**config.mk**
```make
export PLATFORM = sky130hd
export DESIGN_NAME = mdu_request_issuer
export DESIGN_NICKNAME = d
export VERILOG_FILES = /design/src/rtl/mdu_pkg.sv /design/src/rtl/mdu_busy_watchdog.sv /design/src/rtl/mdu_request_issuer.sv
export SDC_FILE = /design/constraint.sdc
export NUM_CORES = 1
export LEC_CHECK = 0
export BUFFER_PORTS_ARGS = -buffer_cell sky130_fd_sc_hd__buf_2
export CORE_UTILIZATION = 45
export CTS_CLUSTER_DIAMETER = 200
export DETAILED_ROUTE_END_ITERATION = 6
export PLACE_DENSITY = 0.85
export SLEW_MARGIN = 20
export SYNTH_ARGS = -nofsm -noshare
export SYNTH_HDL_FRONTEND = slang
export SYNTH_SLANG_ARGS = --single-unit
```
**constraint.sdc**
```tcl
create_clock -name clock -period 3.6 [get_ports clock]
set_input_delay 0.36 -clock clock [delete_from_list [all_inputs] [get_ports clock]]
set_output_delay 0.36 -clock clock [all_outputs]
set_load 0.01 [all_outputs]
```
**src/rtl/mdu_pkg.sv**
```systemverilog
// Definitions shared by the MDU and its request issuer: operation encoding,
// the operation driven while nothing is being issued, and operation classifiers.
package mdu_pkg;

    localparam int INT_WIDTH = 32;
    typedef logic [INT_WIDTH-1:0] int_t;

    typedef enum logic [2:0] {
        MDU_READ_HI            = 3'd0,
        MDU_READ_LO            = 3'd1,
        MDU_WRITE_HI           = 3'd2,
        MDU_WRITE_LO           = 3'd3,
        MDU_START_SIGNED_MUL   = 3'd4,
        MDU_START_UNSIGNED_MUL = 3'd5,
        MDU_START_SIGNED_DIV   = 3'd6,
        MDU_START_UNSIGNED_DIV = 3'd7
    } mdu_operation_t;

    // The MDU writes HI/LO on the operation code alone, so the resting drive
    // has to be a harmless read.
    localparam mdu_operation_t MDU_IDLE_OPERATION = MDU_READ_HI;

    function automatic logic isMduStart(input mdu_operation_t op);
        return op inside {MDU_START_SIGNED_MUL, MDU_START_UNSIGNED_MUL,
                          MDU_START_SIGNED_DIV, MDU_START_UNSIGNED_DIV};
    endfunction

    function automatic logic isMduRead(input mdu_operation_t op);
        return op inside {MDU_READ_HI, MDU_READ_LO};
    endfunction

endpackage

```
**src/rtl/mdu_busy_watchdog.sv**
```systemverilog
// Counts consecutive busy cycles of a held request and raises a sticky flag
// once the MDU has been busy for TIMEOUT_CYCLES in a row.
module mdu_busy_watchdog #(
    parameter int TIMEOUT_CYCLES   = 16,
    parameter int BUSY_COUNT_WIDTH = $clog2(TIMEOUT_CYCLES + 1)
) (
    input  logic clock,
    input  logic reset,
    input  logic counting,
    output logic timeoutError
);

    localparam logic [BUSY_COUNT_WIDTH-1:0] LIMIT = BUSY_COUNT_WIDTH'(TIMEOUT_CYCLES);

    logic [BUSY_COUNT_WIDTH-1:0] busy_cycles;

    // Saturating busy counter; the flag sets on the edge the count reaches LIMIT.
    always_ff @(posedge clock) begin
        // NOTE: sequential state uses non-blocking assignments so every register
        // samples the pre-edge values regardless of statement order.
        if (!reset) begin
            busy_cycles  <= '0;
            timeoutError <= 1'b0;
        end else begin
            if (!counting) begin
                busy_cycles <= '0;
            end else if (busy_cycles != LIMIT) begin
                busy_cycles <= busy_cycles + 1'b1;
            end
            if (counting && (busy_cycles >= LIMIT - 1'b1)) begin
                timeoutError <= 1'b1;
            end
        end
    end

endmodule

```
**src/rtl/mdu_request_issuer.sv**
```systemverilog
// Execute-stage front end of the MDU: a one-entry issue register that drives
// the MDU only when it is free, captures HI/LO reads, and stalls the pipeline
// while a new request cannot be taken.
module mdu_request_issuer
    import mdu_pkg::*;
#(
    parameter int DATA_WIDTH       = 32,
    parameter int TIMEOUT_CYCLES   = 16,
    parameter int BUSY_COUNT_WIDTH = $clog2(TIMEOUT_CYCLES + 1)
) (
    input  logic                  clock,
    input  logic                  reset,
    input  logic                  reqValid,
    output logic                  reqReady,
    input  mdu_operation_t        reqOperation,
    input  logic [DATA_WIDTH-1:0] reqOperand1,
    input  logic [DATA_WIDTH-1:0] reqOperand2,
    input  logic                  flush,
    output logic                  stall,
    output logic                  resultValid,
    output logic [DATA_WIDTH-1:0] resultData,
    output logic [DATA_WIDTH-1:0] mduOperand1,
    output logic [DATA_WIDTH-1:0] mduOperand2,
    output mdu_operation_t        mduOperation,
    output logic                  mduStart,
    input  logic                  mduBusy,
    input  logic [DATA_WIDTH-1:0] mduDataRead,
    output logic                  timeoutError
);

    typedef enum logic {IDLE, ISSUE} state_t;

    state_t                state;
    mdu_operation_t        saved_op;
    logic [DATA_WIDTH-1:0] saved_operand1;
    logic [DATA_WIDTH-1:0] saved_operand2;
    logic                  driving;
    logic                  completing;

    // MDU drive and handshake: the held request only reaches the MDU in ISSUE
    // without flush; start additionally waits for the MDU to be free.
    always_comb begin
        // NOTE: every output of this block gets a default first so no path can
        // leave one unassigned and infer a latch.
        driving      = (state == ISSUE) && !flush;
        completing   = driving && !mduBusy;
        reqReady     = (state == IDLE) || completing;
        mduOperation = MDU_IDLE_OPERATION;
        mduOperand1  = '0;
        mduOperand2  = '0;
        mduStart     = 1'b0;
        if (driving) begin
            mduOperation = saved_op;
            mduOperand1  = saved_operand1;
            mduOperand2  = saved_operand2;
            mduStart     = !mduBusy && isMduStart(saved_op);
        end
    end

    assign stall = reqValid && !reqReady;

    // Issue register, state and read-result capture.
    always_ff @(posedge clock) begin
        if (!reset) begin
            state          <= IDLE;
            saved_op       <= MDU_IDLE_OPERATION;
            saved_operand1 <= '0;
            saved_operand2 <= '0;
            resultValid    <= 1'b0;
            resultData     <= '0;
        end else begin
            resultValid <= 1'b0;
            if (completing && isMduRead(saved_op)) begin
                resultData  <= mduDataRead;
                resultValid <= 1'b1;
            end
            if (reqValid && reqReady) begin
                saved_op       <= reqOperation;
                saved_operand1 <= reqOperand1;
                saved_operand2 <= reqOperand2;
                state          <= ISSUE;
            end else if ((state == ISSUE) && (flush || !mduBusy)) begin
                state <= IDLE;
            end
        end
    end

    mdu_busy_watchdog #(
        .TIMEOUT_CYCLES   (TIMEOUT_CYCLES),
        .BUSY_COUNT_WIDTH (BUSY_COUNT_WIDTH)
    ) u_watchdog (
        .clock        (clock),
        .reset        (reset),
        .counting     ((state == ISSUE) && mduBusy),
        .timeoutError (timeoutError)
    );

endmodule

```
* After elaboration in Yosys (flattened, before gate mapping)
Index checks and enable logic that the tools add are counted.
** Word-level totals
- Word-level logic and storage cells :: 43
- Register bits after elaboration :: 107
- Output and inout bits :: 104
** Cells by class
- Bitwise gates (word level) :: 1
- Reduce and logical (&&, ||, !) cells :: 19
- Muxes and demuxes :: 7
- Equality and inequality tests :: 6
- $lt $le $gt $ge :: 1
- Add/sub/neg operators :: 1
** Operator list (number)
- 32-bit 2-to-1 mux :: 2
- 3-bit equality test (second input constant) :: 4
- 1-bit logical AND :: 9
- 5-bit by 1-bit adder with 5-bit output (second input constant) :: 1
- 5-bit by 4-bit >= comparator with 1-bit output (second input constant) :: 1
- 5-bit inequality test (second input constant) :: 1
- 1-bit 2-to-1 mux :: 4
- 2-bit nonzero test :: 2
- 4-bit nonzero test :: 1
- 3-bit by 1-bit equality test with 1-bit output (second input constant) :: 1
- 1-bit logical NOT :: 3
- 3-bit logical NOT :: 1
- 3-bit 2-to-1 mux :: 1
- 1-bit logical OR :: 2
- 2-bit AND reduction :: 1
- 1-bit inverter :: 1

* Longest topological paths before layout
- Depth after elaboration :: 6
- Mapped depth :: 6
- Gate-level depth less buffers :: 6

* By module
From an unflattened synthesis, not the netlist that was laid out.
** Unflattened totals
- Cell total of the unflattened synthesis :: 552
- Area, all modules :: 4805.9 sq um
** By module, submodules not included
- mdu_request_issuer :: area each 4475.5 sq um, seq. area each 2021.9 sq um, instances 1, cells an instance 517
- mdu_busy_watchdog :: area each 330.3 sq um, seq. area each 120.1 sq um, instances 1, cells an instance 35

* Worst setup path after synthesis
Ideal clock, no wire load.
- Path type :: input -> output
- From :: input port flush
- To :: output port mduOperand1[14]
- Data arrival time :: 1206 ps
- Setup slack :: 2034 ps
- Path buffers :: 2
- Required time :: 3240 ps
- Stages :: 4
- Cell sequence :: and2b_1 buf_1 clkbuf_1 and2_1
** On the way
- Longest elaborated chain between the ends :: 3
** RTL lines
- start: declaration :: RTL line mdu_request_issuer.sv:18 : input logic flush,
- 1-bit logical NOT :: RTL line mdu_request_issuer.sv:45 : driving = (state == ISSUE) && !flush;
- 1-bit logical AND :: RTL line mdu_request_issuer.sv:45
- 32-bit 2-to-1 mux :: RTL line mdu_request_issuer.sv:52 : if (driving) begin
- end: declaration :: RTL line mdu_request_issuer.sv:22 : output logic [DATA_WIDTH-1:0] mduOperand1,
Every way passes these cells.

* Worst setup path after layout
- From :: register state
- To :: output port mduStart
** On the way
- Longest elaborated chain between the ends :: 2
** RTL lines
- start: declaration :: RTL line mdu_request_issuer.sv:33 : state_t state;
- start signal: assignment :: RTL line mdu_request_issuer.sv:65 : state <= IDLE;
- start signal: assignment :: RTL line mdu_request_issuer.sv:81 : state <= ISSUE;
- start signal: assignment :: RTL line mdu_request_issuer.sv:83 : state <= IDLE;
- 1-bit logical AND :: RTL line mdu_request_issuer.sv:45
- 1-bit 2-to-1 mux :: RTL line mdu_request_issuer.sv:52
- end: declaration :: RTL line mdu_request_issuer.sv:25 : output logic mduStart,
Every way passes these cells.

==> results_dict.tcl <==
set metrics [dict create \
    cts_inserted_buffers 9 \
    num_vias 4025 \
    reg2reg_from "state" \
    netlist_area_um2 4740 \
    clkSinkCount 107 \
    netlist_top_cells_area "dfxtp_1 45%, mux2i_1 21%, nand2_1 16%" \
    clock_power_share_pct 33.1 \
    p_int_mw 1.71 \
    r2r_cells 4 \
    ctsLongestPathBuffers 2 \
    finalPower_mw 2.32 \
    critPathBufInv 2 \
    fin_crit_sh_pct 60.3 \
    power_leakage_nw 3.00 \
    ys_seq_elements 107 \
    swShare_pct 26.3 \
    antenna_cells 0 \
    ant_nets 0 \
    track_usage_pct 19.2 \
    synth_fp_nets 655 \
    worstHoldStart "mduDataRead[2]" \
    synth_top_area_share_pct 45.1 \
    fmax_mhz 461 \
    drive_above_1_share_pct 31.3 \
    layout.nets 837 \
    yosysSeqAreaShare_pct 45.1 \
    hold_viol 0 \
    place_congestion 0.771 \
    finalInstanceArea_um2 6020 \
    synth_cell_types 24 \
    cp_slowest_stage_delay_ps 430 \
    critPathKind "flop to output port" \
    cts_tree "done" \
    power.density_nw_per_um2 385 \
    cp-start-kind "flop" \
    core_area_um2 10300 \
    final_util_pct 58.6 \
    max-slew-margin-rel_pct 50.4 \
    routedWlPerCell_um 12.1 \
    cts_max_level 3 \
    pwr-share-comb_pct 12.0 \
    place_hpwl_um 7360 \
    crit_slowest_cell "buf_4" \
    reg2reg_to "resultData[10]" \
    fin_skew_ps 12.3 \
    peakVddDrop_v 0.000204 \
    start_util_pct 46.2 \
    grt_pass1_vias 3708 \
    r2r_setup_slack_ps 2010 \
    grt_pass1_wl_um 17100 \
    fin_setup_tns_ps 0 \
    wl_um 10500 \
    critical_path_required_ps 3240 \
    rsz0062_at_grt "no" \
    drcViolationCount 0 \
    die_w_um 105 \
    grt_antenna_before_repair 0 \
    drv_slew 0 \
    cts_hold_buf 0 \
    grt.overflow.total 0 \
    nFillCells 927 \
    fin_cells 871 \
    min_path_cells 3 \
    avgViaCountPerCell 4.62 \
    root_buffer "clkbuf_8" \
    drt_iter0_markers 179 \
    cts_resized 0 \
    clkTransAtPathRegs_ps 120 \
    seq_area_um2 2140 \
    area_growth_pct 26.9 \
    hold_end "resultData[2]" \
    syn_avg_cell_area_um2 8.66 \
    switching_power_mw 0.609 \
    dp_cells 855 \
    io_pins 208 \
    critPathLaunch "state" \
    first_pass_iters 4 \
    outcome "completed" \
    setup_violations 0 \
    cp_max_fo 67 \
    syn-instance-count 548 \
    arrival_ps 1810 \
    yosysWarnings 0 \
    yosys.area.top_type "dfxtp_1" \
    cts_setup_buffers 0 \
    portBuffers 207 \
    multi_input_area_um2 2380 \
    die_area_um2 11000 \
    min_path_type "primary input to flop" \
    placed_area_um2 5810 \
    grt_max_degree 112 \
    cp-end-kind "output port" \
    clock_latency_ps 360 \
    cp_top_family "buffers and inverters" \
    tightest_slew_ps 744 \
    min_period_ps 2170 \
    max-cap-violations 0 \
    crit_chain "and2b_1 -> buf_4 -> and2_1 -> nor2b_1 -> buf_2" \
    fp.dieH_um 105 \
    seq_power_share_pct 54.9 \
    core.rowCount 37 \
]
## cell usage in the layout (no fill, tap or decap), drive strengths merged
cell type	count
ha	3
nand2	201
and4bb	1
nand3	2
nor3	1
nor2b	1
o21a	1
and2	69
a21oi	3
xor2	1
clkbuf	9
clkinv	1
and3	1
clkinvlp	1
buf	212
o21ai	1
bufinv	1
dfxtp	107
xnor2	2
and2b	1
nor2	5
inv	9
nor4b	1
mux2i	100
nand4	1
## worst reg2reg max path, stage by stage, from the launching register on
cell	delay (ps)
dfxtp_1	400
and2b_1	160
nor4b_4	170
buf_4	500
mux2i_1	300
## synthesized netlist by cell type
cell type,count
nand4_1,1
xnor2_1,2
dfxtp_1,107
inv_1,5
nor3_1,1
a21oi_1,3
and3_1,1
nand3_1,2
nand2_1,201
nor4b_2,1
xor2_1,1
o21ai_1,1
o21a_1,1
and2_1,69
mux2i_1,100
buf_6,5
buf_4,7
ha_1,3
and4bb_1,1
clkbuf_1,28
buf_1,1
nor2_1,5
nor2b_1,1
and2b_1,1
## per-stage QoR
stage                     setup WS (ps)  hold slack, ps
final                              1430             217
after floorplan                    2030             430
after global routing               1230             198
after detailed placement           1640             442
after CTS                          1380             199
after global placement             1670             438
## final cells by class
cell class | instances | area share (%)
flip-flops and latches | 107 | 35.6
clock buffers | 9 | 2.06
inverters | 5 | 0.312
clock inverters | 7 | 1.37
well taps | 136 | 2.83
multi-input cells | 395 | 39.5
repair buffers | 212 | 18.4
## power groups by stage
stage	Combinational, mW	Clock [mW]	Sequential, mW
6_report	0.278	0.769	1.27
3_3_place_gp	0.276	0	1.30
5_1_grt	0.308	0.847	1.28
3_5_place_dp	0.281	0	1.30
4_1_cts	0.282	0.796	1.27
2_1_floorplan	0.180	0	1.29
## worst max path at each step
stage                           end  slack [ps]  cells past startpoint
floorplan           mduOperand1[14]        2030                      4
global placement           mduStart        1670                      6
detailed placement         mduStart        1640                      6
CTS                        mduStart        1380                      5
global route               mduStart        1230                      5
finish                     mduStart        1430                      5
## cells by family after synthesis
logic type | share of synthesized area (%)
adders and majority gates | 0.791
muxes | 21.1
AOI/OAI and AO/OA | 0.580
DFF | 45.1
xor gates and xnor gates | 0.554
buffers and inverters | 4.98
and+or+nand+nor | 26.8
## metal layers
metal	vias to the layer above	wire length (um)	global-route usage [%]	share of wire [%]
met1	1787	4690	22.9	45
met4	0	137	6.64	1.3
met5	-	0	0	0
li1	2092	-	-	-
met3	12	875	7.05	8.3
met2	134	4810	31.7	46
## registers in the layout, summed over array words and instances (netlist names)
register / cells
resultData: 32
saved_operand1: 32
saved_operand2: 32
u_watchdog.busy_cycles: 5
saved_op: 3
resultValid: 1
state: 1
u_watchdog.timeoutError: 1
Note: power is estimated with default switching activity, not from simulation.
